--- src/rtl/cpu_pkg.sv ---
// Shared CPU front-end definitions: instruction quadrant encoding, aligner
// defaults and the parcel classification helper.
package cpu_pkg;

    localparam logic [1:0] QUAD3               = 2'b11;
    localparam bit         C_EXTENSION_DEFAULT = 1'b1;
    localparam int         QDEPTH_DEFAULT      = 4;

    typedef enum logic {
        PARCEL_16 = 1'b0,
        PARCEL_32 = 1'b1
    } parcel_e;

    // Without the compressed extension every parcel starts a 32-bit instruction.
    function automatic parcel_e classify(input logic [15:0] hw, input bit cext);
        return (!cext || (hw[1:0] == QUAD3)) ? PARCEL_32 : PARCEL_16;
    endfunction

endpackage

--- src/rtl/hw_fifo.sv ---
// Halfword queue with two write lanes and two read lanes; pushes and pops of
// 0..2 halfwords per cycle, combinational head read, flush clears pointers.
module hw_fifo
    import cpu_pkg::*;
#(
    parameter  int DEPTH = QDEPTH_DEFAULT,
    localparam int PW    = $clog2(DEPTH),
    localparam int CW    = $clog2(DEPTH + 1)
) (
    input  logic            clk,
    input  logic            srst,
    input  logic            flush,
    input  logic [1:0]      push_n,
    input  logic [1:0][15:0] wr_data,
    input  logic [1:0]      pop_n,
    output logic [1:0][15:0] rd_data,
    output logic [CW-1:0]   count
);

    logic [15:0]   mem [DEPTH];
    logic [PW-1:0] wr_ptr_reg, wr_ptr_next;
    logic [PW-1:0] rd_ptr_reg, rd_ptr_next;
    logic [CW-1:0] count_reg, count_next;
    logic [PW-1:0] wr_addr [2];
    logic [PW-1:0] rd_addr [2];
    logic [1:0]    wr_en;

    // Lane gi sits gi entries past the pointer; power-of-two depth wraps freely.
    generate
        for (genvar gi = 0; gi < 2; gi++) begin : g_lane
            assign wr_addr[gi] = wr_ptr_reg + PW'(gi);
            assign rd_addr[gi] = rd_ptr_reg + PW'(gi);
            assign wr_en[gi]   = (push_n > 2'(gi));
            assign rd_data[gi] = mem[rd_addr[gi]];
        end
    endgenerate

    always_ff @(posedge clk) begin
        for (int i = 0; i < 2; i++) begin
            if (wr_en[i]) begin
                mem[wr_addr[i]] <= wr_data[i];
            end
        end
    end

    always_comb begin
        wr_ptr_next = wr_ptr_reg + PW'(push_n);
        rd_ptr_next = rd_ptr_reg + PW'(pop_n);
        count_next  = count_reg + CW'(push_n) - CW'(pop_n);
    end

    always_ff @(posedge clk) begin
        if (srst || flush) begin
            wr_ptr_reg <= '0;
            rd_ptr_reg <= '0;
            count_reg  <= '0;
        end else begin
            wr_ptr_reg <= wr_ptr_next;
            rd_ptr_reg <= rd_ptr_next;
            count_reg  <= count_next;
        end
    end

    assign count = count_reg;

endmodule

--- src/rtl/inst_align.sv ---
// Instruction aligner: turns word-aligned fetch words into 16/32-bit
// instructions with their PCs, handling straddles and halfword redirects.
module inst_align
    import cpu_pkg::*;
#(
    parameter bit C_EXTENSION = C_EXTENSION_DEFAULT,
    parameter int QDEPTH      = QDEPTH_DEFAULT
) (
    input  logic        i_clk,
    input  logic        i_rst,
    input  logic        i_flush,
    input  logic [31:0] i_flush_pc,
    input  logic        i_fetch_valid,
    input  logic [31:0] i_fetch_word,
    output logic        o_fetch_ready,
    output logic        o_inst_valid,
    input  logic        i_inst_ready,
    output logic [31:0] o_inst,
    output logic [31:0] o_inst_pc,
    output logic        o_compressed
);

    localparam int CW = $clog2(QDEPTH + 1);
    // A 32-bit-only core cannot land on a halfword boundary, so bit 1 is dropped too.
    localparam logic [31:0] FLUSH_MASK = C_EXTENSION ? 32'hFFFF_FFFE : 32'hFFFF_FFFC;

    logic [31:0]      pc_reg, pc_next;
    logic             skip_reg, skip_next;
    logic [CW-1:0]    fifo_count;
    logic [1:0][15:0] rd_data;
    logic [1:0][15:0] wr_data;
    logic [1:0]       push_n;
    logic [1:0]       pop_n;
    logic [31:0]      flush_target;
    logic             head_is_c;
    logic             fetch_ready;
    logic             inst_valid;
    logic             accept;
    logic             fire;

    hw_fifo #(
        .DEPTH (QDEPTH)
    ) u_hw_fifo (
        .clk     (i_clk),
        .srst    (i_rst),
        .flush   (i_flush),
        .push_n  (push_n),
        .wr_data (wr_data),
        .pop_n   (pop_n),
        .rd_data (rd_data),
        .count   (fifo_count)
    );

    assign flush_target = i_flush_pc & FLUSH_MASK;
    assign head_is_c    = (classify(rd_data[0], C_EXTENSION) == PARCEL_16);
    assign fetch_ready  = (fifo_count <= CW'(QDEPTH - 2));
    assign inst_valid   = head_is_c ? (fifo_count >= CW'(1)) : (fifo_count >= CW'(2));
    assign accept       = i_fetch_valid && fetch_ready && !i_flush;
    assign fire         = inst_valid && i_inst_ready && !i_flush;

    // After a redirect to an odd halfword the lower half of the first word is dead.
    always_comb begin
        push_n     = 2'd0;
        wr_data[0] = i_fetch_word[15:0];
        wr_data[1] = i_fetch_word[31:16];
        if (accept) begin
            if (skip_reg) begin
                push_n     = 2'd1;
                wr_data[0] = i_fetch_word[31:16];
            end else begin
                push_n     = 2'd2;
            end
        end
    end

    always_comb begin
        pop_n = 2'd0;
        if (fire) begin
            pop_n = head_is_c ? 2'd1 : 2'd2;
        end
    end

    always_comb begin
        pc_next   = pc_reg;
        skip_next = skip_reg;
        if (i_flush) begin
            pc_next   = flush_target;
            skip_next = flush_target[1];
        end else begin
            if (fire) begin
                pc_next = pc_reg + (head_is_c ? 32'd2 : 32'd4);
            end
            if (accept) begin
                skip_next = 1'b0;
            end
        end
    end

    always_ff @(posedge i_clk) begin
        if (i_rst) begin
            pc_reg   <= 32'h0000_0000;
            skip_reg <= 1'b0;
        end else begin
            pc_reg   <= pc_next;
            skip_reg <= skip_next;
        end
    end

    assign o_fetch_ready = fetch_ready;
    assign o_inst_valid  = inst_valid;
    assign o_inst        = head_is_c ? {16'h0000, rd_data[0]} : {rd_data[1], rd_data[0]};
    assign o_inst_pc     = pc_reg;
    assign o_compressed  = head_is_c;

endmodule

--- config.mk ---
export PLATFORM = sky130hd
export DESIGN_NAME = inst_align
export DESIGN_NICKNAME = d
export VERILOG_FILES = /design/src/rtl/cpu_pkg.sv /design/src/rtl/hw_fifo.sv /design/src/rtl/inst_align.sv
export SDC_FILE = /design/constraint.sdc
export NUM_CORES = 1
export LEC_CHECK = 0
export CAP_MARGIN = 20
export CORE_ASPECT_RATIO = 0.9
export CORE_MARGIN = 2
export CORE_UTILIZATION = 35
export DETAILED_ROUTE_END_ITERATION = 8
export HOLD_SLACK_MARGIN = 0.12
export PLACE_DENSITY = 0.56
export SLEW_MARGIN = 20
export SYNTH_ARGS = -nofsm -noshare
export SYNTH_HDL_FRONTEND = slang
export SYNTH_SLANG_ARGS = --single-unit
export TNS_END_PERCENT = 50
--- constraint.sdc ---
create_clock -name i_clk -period 7.45 [get_ports i_clk]
set_input_delay 1.49 -clock i_clk [delete_from_list [all_inputs] [get_ports i_clk]]
set_output_delay 1.49 -clock i_clk [all_outputs]
set_load 0.02 [all_outputs]
==> summary.md <==
| Metric | Value |
|---|---|
| Outcome | completed |
| Site row count | 46 |
| Worst Tran Pin Value | 1.09 ns |
| Core box area | 0.0176 mm^2 |
| Layout cells sized above 1 | 22.2% |
| Unrepaired setup endpoints after global routing | no |
| Drt via density | between 5 and 6 |
| Total power | 1.43 mW |
| DRT Wirelength | between 15000 and 20000 um |
| WL per Instance | 19.2 um |
| Max IR drop VDD | 0.120 mV |
| Final hold vios | 0 |
| Peak Freq | between 0.2 and 0.25 GHz |
| Req. time, crit path | between 5 and 6 ns |
| Power Dens Cells | 177 mW/mm^2 |
| Die Height | about 130 um |
| Number of enable flip-flop cells after synthesis | 64 |
| Vias | between 4000 and 5000 |
| Number of setup buffers added after CTS | 0 |
| Initial antenna violation count | 0 |
| Crit. End Element | primary output |
| Clk_lat worst skew | around 0.36 ns |
| Iteration-0 DRC count of the detailed router | roughly 220 |
| Drt drc | 0 |
| Top post-synthesis cells by area | edfxtp_1 31%, dfxtp_1 13%, mux2_2 12% |
| Critical Path AT | 3.51 ns |
| Clock root buffer | clkbuf_16 |
| Total GRT Usage | between 10% and 20% |
| Seq cells post-synth | 103 |
| Primary FF master, synth | edfxtp_1 |
| Worst setup path class | reg2out |
| Seq/Total Area, Yosys | a little over two fifths |
| First-pass GRT wire length | about 26000 um |
| Hold Path Class | reg2reg |
| Largest net degree at the start of global routing | a little over 80 |
| Final setup TNS | 0 ns |
| RePlAce Congestion | approximately 0.75 |
| Fin nets | 707 |
| Overall die width | ~140 um |
| H-tree level count | 3 |
| Register Area | around 0.0027 mm^2 |
| Post-Syn Nets | about 600 |
| Die footprint | between 0.015 and 0.02 mm^2 |
| Overflow after GRT | 0 |
| Max FO, Critical Path | 21 |
| Antenna Cells | 0 |
| Drt pass-1 iters | 4 |
| Hold_buf cts | 0 |
| CTS tree | yes |
| Total CTS buffers | 9 |
| Area grow syn2layout | 29.6% |
| Final setup vio count | 0 |
| Commonest cells in the netlist | 64 x edfxtp_1, 64 x mux2_2, 39 x dfxtp_1, 30 x inv_1, 29 x mux4_2 |
| Clock-pin slew on the worst setup and hold paths | 0.07 ns |
| CP startpoint kind | flop |
| Mean post-synth cell area | roughly 12 um^2 |
| Fin. max-slew vios | 0 |
| Cell taking the most area after synthesis | edfxtp_1 |
| Initial Util | around 36% |
| LEAKAGE | 2.83 nW |
| Worst slew margin | 27.4% |
| Max cap viols | 0 |
| Multi-input gate area | ~0.0033 mm^2 |
| Fillers | 1626 |
| Worst clock skew | 0.00837 ns |
| # clock sinks | approximately 100 |
| YS warnings | 0 |
| Vias in the first global route | 4624 |
| Post-cts resize count | 0 |
| Fraction of registers with async set/reset | 0% |
| Period minus WS final | between 4 and 5 ns |
| I/O Pins | 136 |
| DPL Wire Length | approximately 11000 um |
| Synth cell types | a little under 60 |
| Max FFs per register | 64 |
| Period utilization | between 60 and 70% |
| CTS max path bufs | 2 |
| Mapped Area | around 0.0062 mm^2 |
| Yosys top cell area share | between 30% and 40% |
| Cells after Synth | ~520 |
| Port bufs | 133 |
| Routed Antenna Nets | 0 |
-- where the power goes --
part	total, mW	switching [mW]	internal (mW)
Combinational	0.272	0.132	0.140
Sequential	0.663	0.0268	0.636
Clock	0.497	0.232	0.265
Total	1.43	0.391	1.04
-- cells in the final DEF (no fill, tap or decap), drive strengths merged, types with 18 or more instances in the layout --
master	n
clkdlybuf4s50	132
mux2	64
edfxtp	64
dfxtp	39
inv	35
mux4	30
a21oi	23
and3	23
a2111oi	19
nor2	18
-- per-stage QoR --
stage / instance area, um^2 / hold WS, ns / setup slack, ns / utilization (%) / cells
final: 8080 / 0.613 / 2.45 / 46.0 / 874
after global routing: 8080 / 0.645 / 2.25 / 46.0 / 874
after CTS: 8050 / 0.610 / 2.41 / 45.9 / 874
after detailed placement: 7750 / 0.592 / 2.80 / 44.1 / 858
after global placement: 7750 / 0.589 / 2.84 / 44.1 / 858
after floorplan: 6230 / 0.558 / 3.76 / - / 517
-- area by class of cell --
cell class	count	area share [%]
inverters	31	1.44
repair buffers	137	16.8
clock inverters	7	0.960
multi-input cells	347	40.8
flip-flops and latches	103	33.5
well taps	240	3.72
clock buffers	9	2.79
-- kinds of logic (layout without fill, tap and decap cells) --
logic type | count (synthesis) | count (layout) | share of synthesized area (%)
buf+inv | 67 | 184 | 4.50
mux | 95 | 95 | 22.6
flops | 103 | 103 | 43.3
fa+ha+maj | 9 | 9 | 2.17
other cells | 1 | 1 | 0.0601
xor+xnor | 21 | 21 | 2.95
compound gates | 87 | 87 | 11.9
simple gates | 134 | 134 | 12.5
-- critical path, stage by stage (launching register included) --
cell and delay, ns:
dfxtp_2 0.68, buf_4 0.44, mux4_2 0.80, nand2_1 0.25
inv_2 0.10, o21ai_0 0.18, clkdlybuf4s50_1 0.67
-- worst paths after layout --
kind / slack, ns / depth (start not counted) / endpoint / start
min: 0.61 / 2 / u_hw_fifo.count[2]$_SDFF_PP0_ / u_hw_fifo.count[2]$_SDFF_PP0_
max: 2.45 / 6 / o_inst_valid / u_hw_fifo.rd_ptr_reg[0]$_SDFF_PP0_
min reg2reg: 0.61 / 2 / u_hw_fifo.count[2]$_SDFF_PP0_ / u_hw_fifo.count[2]$_SDFF_PP0_
max reg2reg: 3.05 / 9 / o_inst_pc[29]$_SDFFE_PP0P_ / u_hw_fifo.rd_ptr_reg[0]$_SDFF_PP0_
-- per-layer routing --
metal	vias to the layer above	global-route usage, %	part of all wire [%]
met5	-	0	0
met4	0	4.34	1.1
met3	14	3.97	4.7
met2	112	30.3	49
met1	2323	23.8	45
li1	2213	-	-
No activity file was read; power rests on OpenSTA's default activity.
